File: src/rtl/rvfi_dii_insn_injector.sv
// RVFI-DII instruction injector: buffers host-streamed instructions, feeds
// the frontend, and replays from the oldest uncommitted entry on flush.
module rvfi_dii_insn_injector #(
    parameter int unsigned DEPTH = 8,
    parameter int unsigned ILEN  = 32,
    parameter int unsigned IDW   = 16
) (
    input  logic            clk_i,
    input  logic            rst_ni,
    input  logic            dii_valid_i,
    output logic            dii_ready_o,
    input  logic            dii_cmd_i,
    input  logic [ILEN-1:0] dii_insn_i,
    output logic            fetch_valid_o,
    input  logic            fetch_ready_i,
    output logic [ILEN-1:0] fetch_insn_o,
    output logic [IDW-1:0]  fetch_id_o,
    input  logic            commit_i,
    input  logic            flush_i,
    output logic            trace_done_o,
    output logic            err_o
);

    localparam int unsigned AW = $clog2(DEPTH);
    localparam int unsigned PW = AW + 1;

    typedef enum logic [1:0] {
        S_RUN,
        S_DRAIN,
        S_CLEAR
    } state_e;

    state_e          state_q, state_d;
    logic [PW-1:0]   wr_q, wr_d;
    logic [PW-1:0]   rd_q, rd_d;
    logic [PW-1:0]   cm_q, cm_d;
    logic [IDW-1:0]  seq_q, seq_d;
    logic            err_q, err_d;
    logic [ILEN-1:0] insn_q [DEPTH];
    logic [ILEN-1:0] insn_d [DEPTH];
    logic [IDW-1:0]  id_q [DEPTH];
    logic [IDW-1:0]  id_d [DEPTH];

    logic full;
    logic has_issue;
    logic has_commit;
    logic accept;
    logic wr_en;
    logic issue;
    logic commit_ok;
    logic in_clear;

    // Pointers carry a wrap bit, so full and empty are distinguishable.
    assign full       = (wr_q - cm_q) == PW'(DEPTH);
    assign has_issue  = rd_q != wr_q;
    assign has_commit = cm_q != rd_q;
    assign in_clear   = state_q == S_CLEAR;

    assign dii_ready_o   = (state_q == S_RUN) && !full;
    assign fetch_valid_o = has_issue && !flush_i && !in_clear;

    assign accept    = dii_valid_i && dii_ready_o;
    assign wr_en     = accept && dii_cmd_i;
    assign issue     = fetch_valid_o && fetch_ready_i;
    assign commit_ok = commit_i && has_commit && !in_clear;

    assign fetch_insn_o = insn_q[rd_q[AW-1:0]];
    assign fetch_id_o   = id_q[rd_q[AW-1:0]];
    assign trace_done_o = in_clear;
    assign err_o        = err_q;

    always_comb begin
        state_d = state_q;
        wr_d    = wr_q;
        rd_d    = rd_q;
        cm_d    = cm_q;
        seq_d   = seq_q;
        insn_d  = insn_q;
        id_d    = id_q;
        err_d   = err_q
                | (commit_i && !commit_ok)
                | (flush_i && in_clear);

        if (commit_ok) begin
            cm_d = cm_q + PW'(1);
        end
        if (issue) begin
            rd_d = rd_q + PW'(1);
        end
        // Replay restarts at the commit point including this cycle's commit.
        if (flush_i) begin
            rd_d = cm_d;
        end
        if (wr_en) begin
            insn_d[wr_q[AW-1:0]] = dii_insn_i;
            id_d[wr_q[AW-1:0]]   = seq_q;
            wr_d                 = wr_q + PW'(1);
            seq_d                = seq_q + IDW'(1);
        end

        unique case (state_q)
            S_RUN: begin
                if (accept && !dii_cmd_i) begin
                    state_d = S_DRAIN;
                end
            end
            S_DRAIN: begin
                if ((cm_q == wr_q) && !commit_i) begin
                    state_d = S_CLEAR;
                end
            end
            S_CLEAR: begin
                state_d = S_RUN;
                wr_d    = '0;
                rd_d    = '0;
                cm_d    = '0;
                seq_d   = '0;
            end
            default: begin
                state_d = S_RUN;
            end
        endcase
    end

    always_ff @(posedge clk_i or negedge rst_ni) begin
        if (!rst_ni) begin
            state_q <= S_RUN;
            wr_q    <= '0;
            rd_q    <= '0;
            cm_q    <= '0;
            seq_q   <= '0;
            err_q   <= 1'b0;
            for (int i = 0; i < DEPTH; i++) begin
                insn_q[i] <= '0;
                id_q[i]   <= '0;
            end
        end else begin
            state_q <= state_d;
            wr_q    <= wr_d;
            rd_q    <= rd_d;
            cm_q    <= cm_d;
            seq_q   <= seq_d;
            err_q   <= err_d;
            insn_q  <= insn_d;
            id_q    <= id_d;
        end
    end

endmodule

File: config.mk
export PLATFORM = sky130hd
export DESIGN_NAME = rvfi_dii_insn_injector
export DESIGN_NICKNAME = d
export VERILOG_FILES = /design/src/rtl/rvfi_dii_insn_injector.sv
export SDC_FILE = /design/constraint.sdc
export NUM_CORES = 1
export LEC_CHECK = 0
export CAP_MARGIN = 20
export CORE_UTILIZATION = 34
export DETAILED_ROUTE_END_ITERATION = 8
export PLACE_DENSITY_LB_ADDON = 0.25
export SYNTH_ARGS = -nofsm -noshare
export SYNTH_HDL_FRONTEND = slang
export SYNTH_SLANG_ARGS = --single-unit
export TNS_END_PERCENT = 50
File: constraint.sdc
create_clock -name clk_i -period 3.4 [get_ports clk_i]
set_input_delay 0.51 -clock clk_i [delete_from_list [all_inputs] [get_ports clk_i]]
set_output_delay 0.51 -clock clk_i [all_outputs]
set_load 0.005 [all_outputs]
==> flow_summary.ini <==
[outcome]
outcome = completed

[worst_setup_path]
startpoint_type = register
arrival_ns = 2.77
r2r_start = wr_q[0]$_DFFE_PN0P_
critical_path_class = register to output pin
r2r_cells = 8
crit_path_end_kind = output pin
reg2reg_slack_ns = 0.34
required_ns = 2.89
crit_fanout = 28
r2r-end = insn_q[200]$_DFFE_PN0P_

[global_route]
grt_max_degree = 95
antenna_found_initial = 2
grt_pass1_vias = 11589
grt-ovfl-total = 0
grt_usage_pct = 15.7
grt_pass1_wl_um = 69700

[drt]
wl_met1_um = 20200
highest_layer = met5
wl_per_cell_um = 21.1
wl_um = 43500
dr_wl_met2_um = 21200
ant_nets = 0
drc = 0
met3_length_um = 1500
num_vias = 10496
drt-initial-drc-count = 381
drtPass1Iterations = 4
vias_per_cell = 5.08

[sta]
worst_pin_slew_ns = 0.690
min_period_over_period_pct = 96.6
skew_ns = 0.0132
finalCriticalPeriod_ns = 3.28
post-route-worst-setup-slack_ns = 0.117
setup_violations = 0
hold_viol = 0
fin_setup_tns_ns = 0
rsz0062_at_grt = false
drv_slew = 0
clock.fmax_mhz = 305
timing.slew.headroom_pct = 54.0
hold_slack_ns = 0.477

[layout]
final_cells = 2067
area_growth_pct = 18.0
antenna_cells = 0
design_area_um2 = 22800
final_nets = 1321
drive_above_1_share_pct = 48.5
fin_util_pct = 40.5
fillers = 5136

[pwr]
finalPower_mw = 19.9
powerDensity_nw_per_um2 = 873
irDropWorstVdd_mv = 0.484
power_leakage_nw = 10.3

[floorplanning]
dieArea_um2 = 57800
fp.dieW_um = 240
fp.dieH_um = 240
core_region_area_um2 = 56300
num_io_pins = 91
initial_core_util_pct = 34.3
core.rowCount = 87

[clock_network]
root_buffer = clkbuf_16
cts_buffers = 47
clk-insertion-delay-late_ns = 0.56
htreeDepth = 2
cts_tree = done
clock-sinks = 415
clkTransAtPathRegs_ns = 0.06
clock_path_buffers = 3
postCtsSetupBuffers = 0

[logic_synthesis]
async_flop_share_pct = 100
syn_area_um2 = 19300
ys_top_cells_by_area = dfrtp_1, mux2_2, mux4_2
ys.flop_type = dfrtp_1
syn_nets = 1237
yosys_register_bits = 415
synth_warnings = 0
yosysTopAreaCell = dfrtp_1
synthCells = 1191
ys_seq_area_share_pct = 53.7
ys_types = 47
synth.avg_cell_area_um2 = 16.2
synth_edf_count = 0
synth_top_area_share_pct = 53.7

[worst_hold_path]
min_path_cells = 1
min_path_type = register to register
hold_end = insn_q[59]$_DFFE_PN0P_
min_from = insn_q[59]$_DFFE_PN0P_

[placed_design]
dpl.hpwl_um = 24800
numPlacedInstances = 1980
place_congestion = 0.731
placed_area_um2 = 21200
portBuffers = 90
dp_slack_ns = 0.285

[run]
maxCapViolCount = 0
==> routing by layer <==
layer | vias up | GRT usage [%]
li1 | 4589 | -
met1 | 5699 | 21.3
met2 | 153 | 26.0
met3 | 53 | 2.71
met4 | 2 | 3.76
met5 | - | 0
==> repair_timing <==
action,4_1_cts,5_1_grt
gates resized for setup,1,4
endpoints found under the setup margin,2,13
cloned,0,1
endpoints found under the hold margin,68,0
hold buffers,1,0
==> power by group <==
group          internal (mW)  leakage [nW]  total (mW)  switching (mW)
combinational           4.30          4.04        6.88            2.58
clock                   3.04         0.775        5.08            2.04
sequential              6.72          5.47        7.95            1.23
total                   14.1          10.3        19.9            5.85
==> layout by cell type (no fill, tap or decap), types with 7 or more instances in the layout <==
cell	n
mux4_2	96
xor2_1	12
clkdlybuf4s50_1	88
nand2_1	19
mux2_4	82
clkbuf_1	8
mux2_1	20
clkbuf_8	12
nor2_1	21
ha_1	7
mux2_2	331
clkinv_2	9
inv_1	7
buf_4	15
nand3_1	8
dfrtp_1	412
xnor2_1	10
buf_12	19
clkbuf_16	48
nand4_1	7
==> kinds of logic after synthesis <==
| family | after synthesis | share of synthesized area (%) |
|---|---|---|
| AOI/OAI and AO/OA | 23 | 0.764 |
| buffers and inverters | 101 | 2.91 |
| adders and majority gates | 7 | 0.453 |
| DFF | 415 | 53.7 |
| muxes | 535 | 38.3 |
| xor gates and xnor gates | 23 | 1.12 |
| and+or+nand+nor | 87 | 2.74 |
==> how the worst max path moves through the flow <==
stage | cells past startpoint | to | slack, ns | startpoint
6_report | 4 | fetch_id_o[9] | 0.12 | rd_q[0]$_DFFE_PN0P_
3_3_place_gp | 7 | insn_q[70]$_DFFE_PN0P_ | 0.36 | dii_cmd_i
5_1_grt | 4 | fetch_id_o[14] | 0.005 | rd_q[0]$_DFFE_PN0P_
2_1_floorplan | 11 | insn_q[107]$_DFFE_PN0P_ | 0.46 | wr_q[0]$_DFFE_PN0P_
3_5_place_dp | 7 | insn_q[213]$_DFFE_PN0P_ | 0.29 | dii_cmd_i
4_1_cts | 4 | fetch_id_o[15] | 0.006 | rd_q[0]$_DFFE_PN0P_
==> synth_stat cells, drive strengths merged, types with 4 or more instances <==
| cell | instances |
|---|---|
| mux4 | 96 |
| nor4 | 9 |
| ha | 7 |
| nand3 | 8 |
| inv | 7 |
| o21ai | 4 |
| nand2 | 19 |
| dfrtp | 415 |
| o22ai | 4 |
| buf | 54 |
| nor2 | 21 |
| a21oi | 6 |
| mux2 | 433 |
| nand4 | 7 |
| xor2 | 12 |
| xnor2 | 10 |
| mux2i | 6 |
| clkbuf | 39 |
==> flip-flops by register name (all words and copies together), names as in the netlist <==
| signal | flops |
|---|---|
| cm_q | 4 |
| rd_q | 4 |
| wr_q | 4 |
| id_q | 128 |
| state_q | 2 |
| err_o | 1 |
| seq_q | 16 |
| insn_q | 256 |
==> area by class of cell <==
cell class	count	area (um^2)	share of cell area, %
timing repair buffer	128	1490	6.54
clock buffer	67	1370	6.01
clock inverter	18	186	0.817
tap	756	946	4.15
sequential	415	10400	45.6
multi-input combinational	675	8390	36.8
inverter	8	30.0	0.132
==> worst max-delay path: stages (launching register included) <==
cell and delay [ns]:
dfrtp_4 0.57, buf_16 0.27, mux4_2 0.55, mux2_4 0.31
clkdlybuf4s50_1 0.47
(Power assumes the default switching activity.)
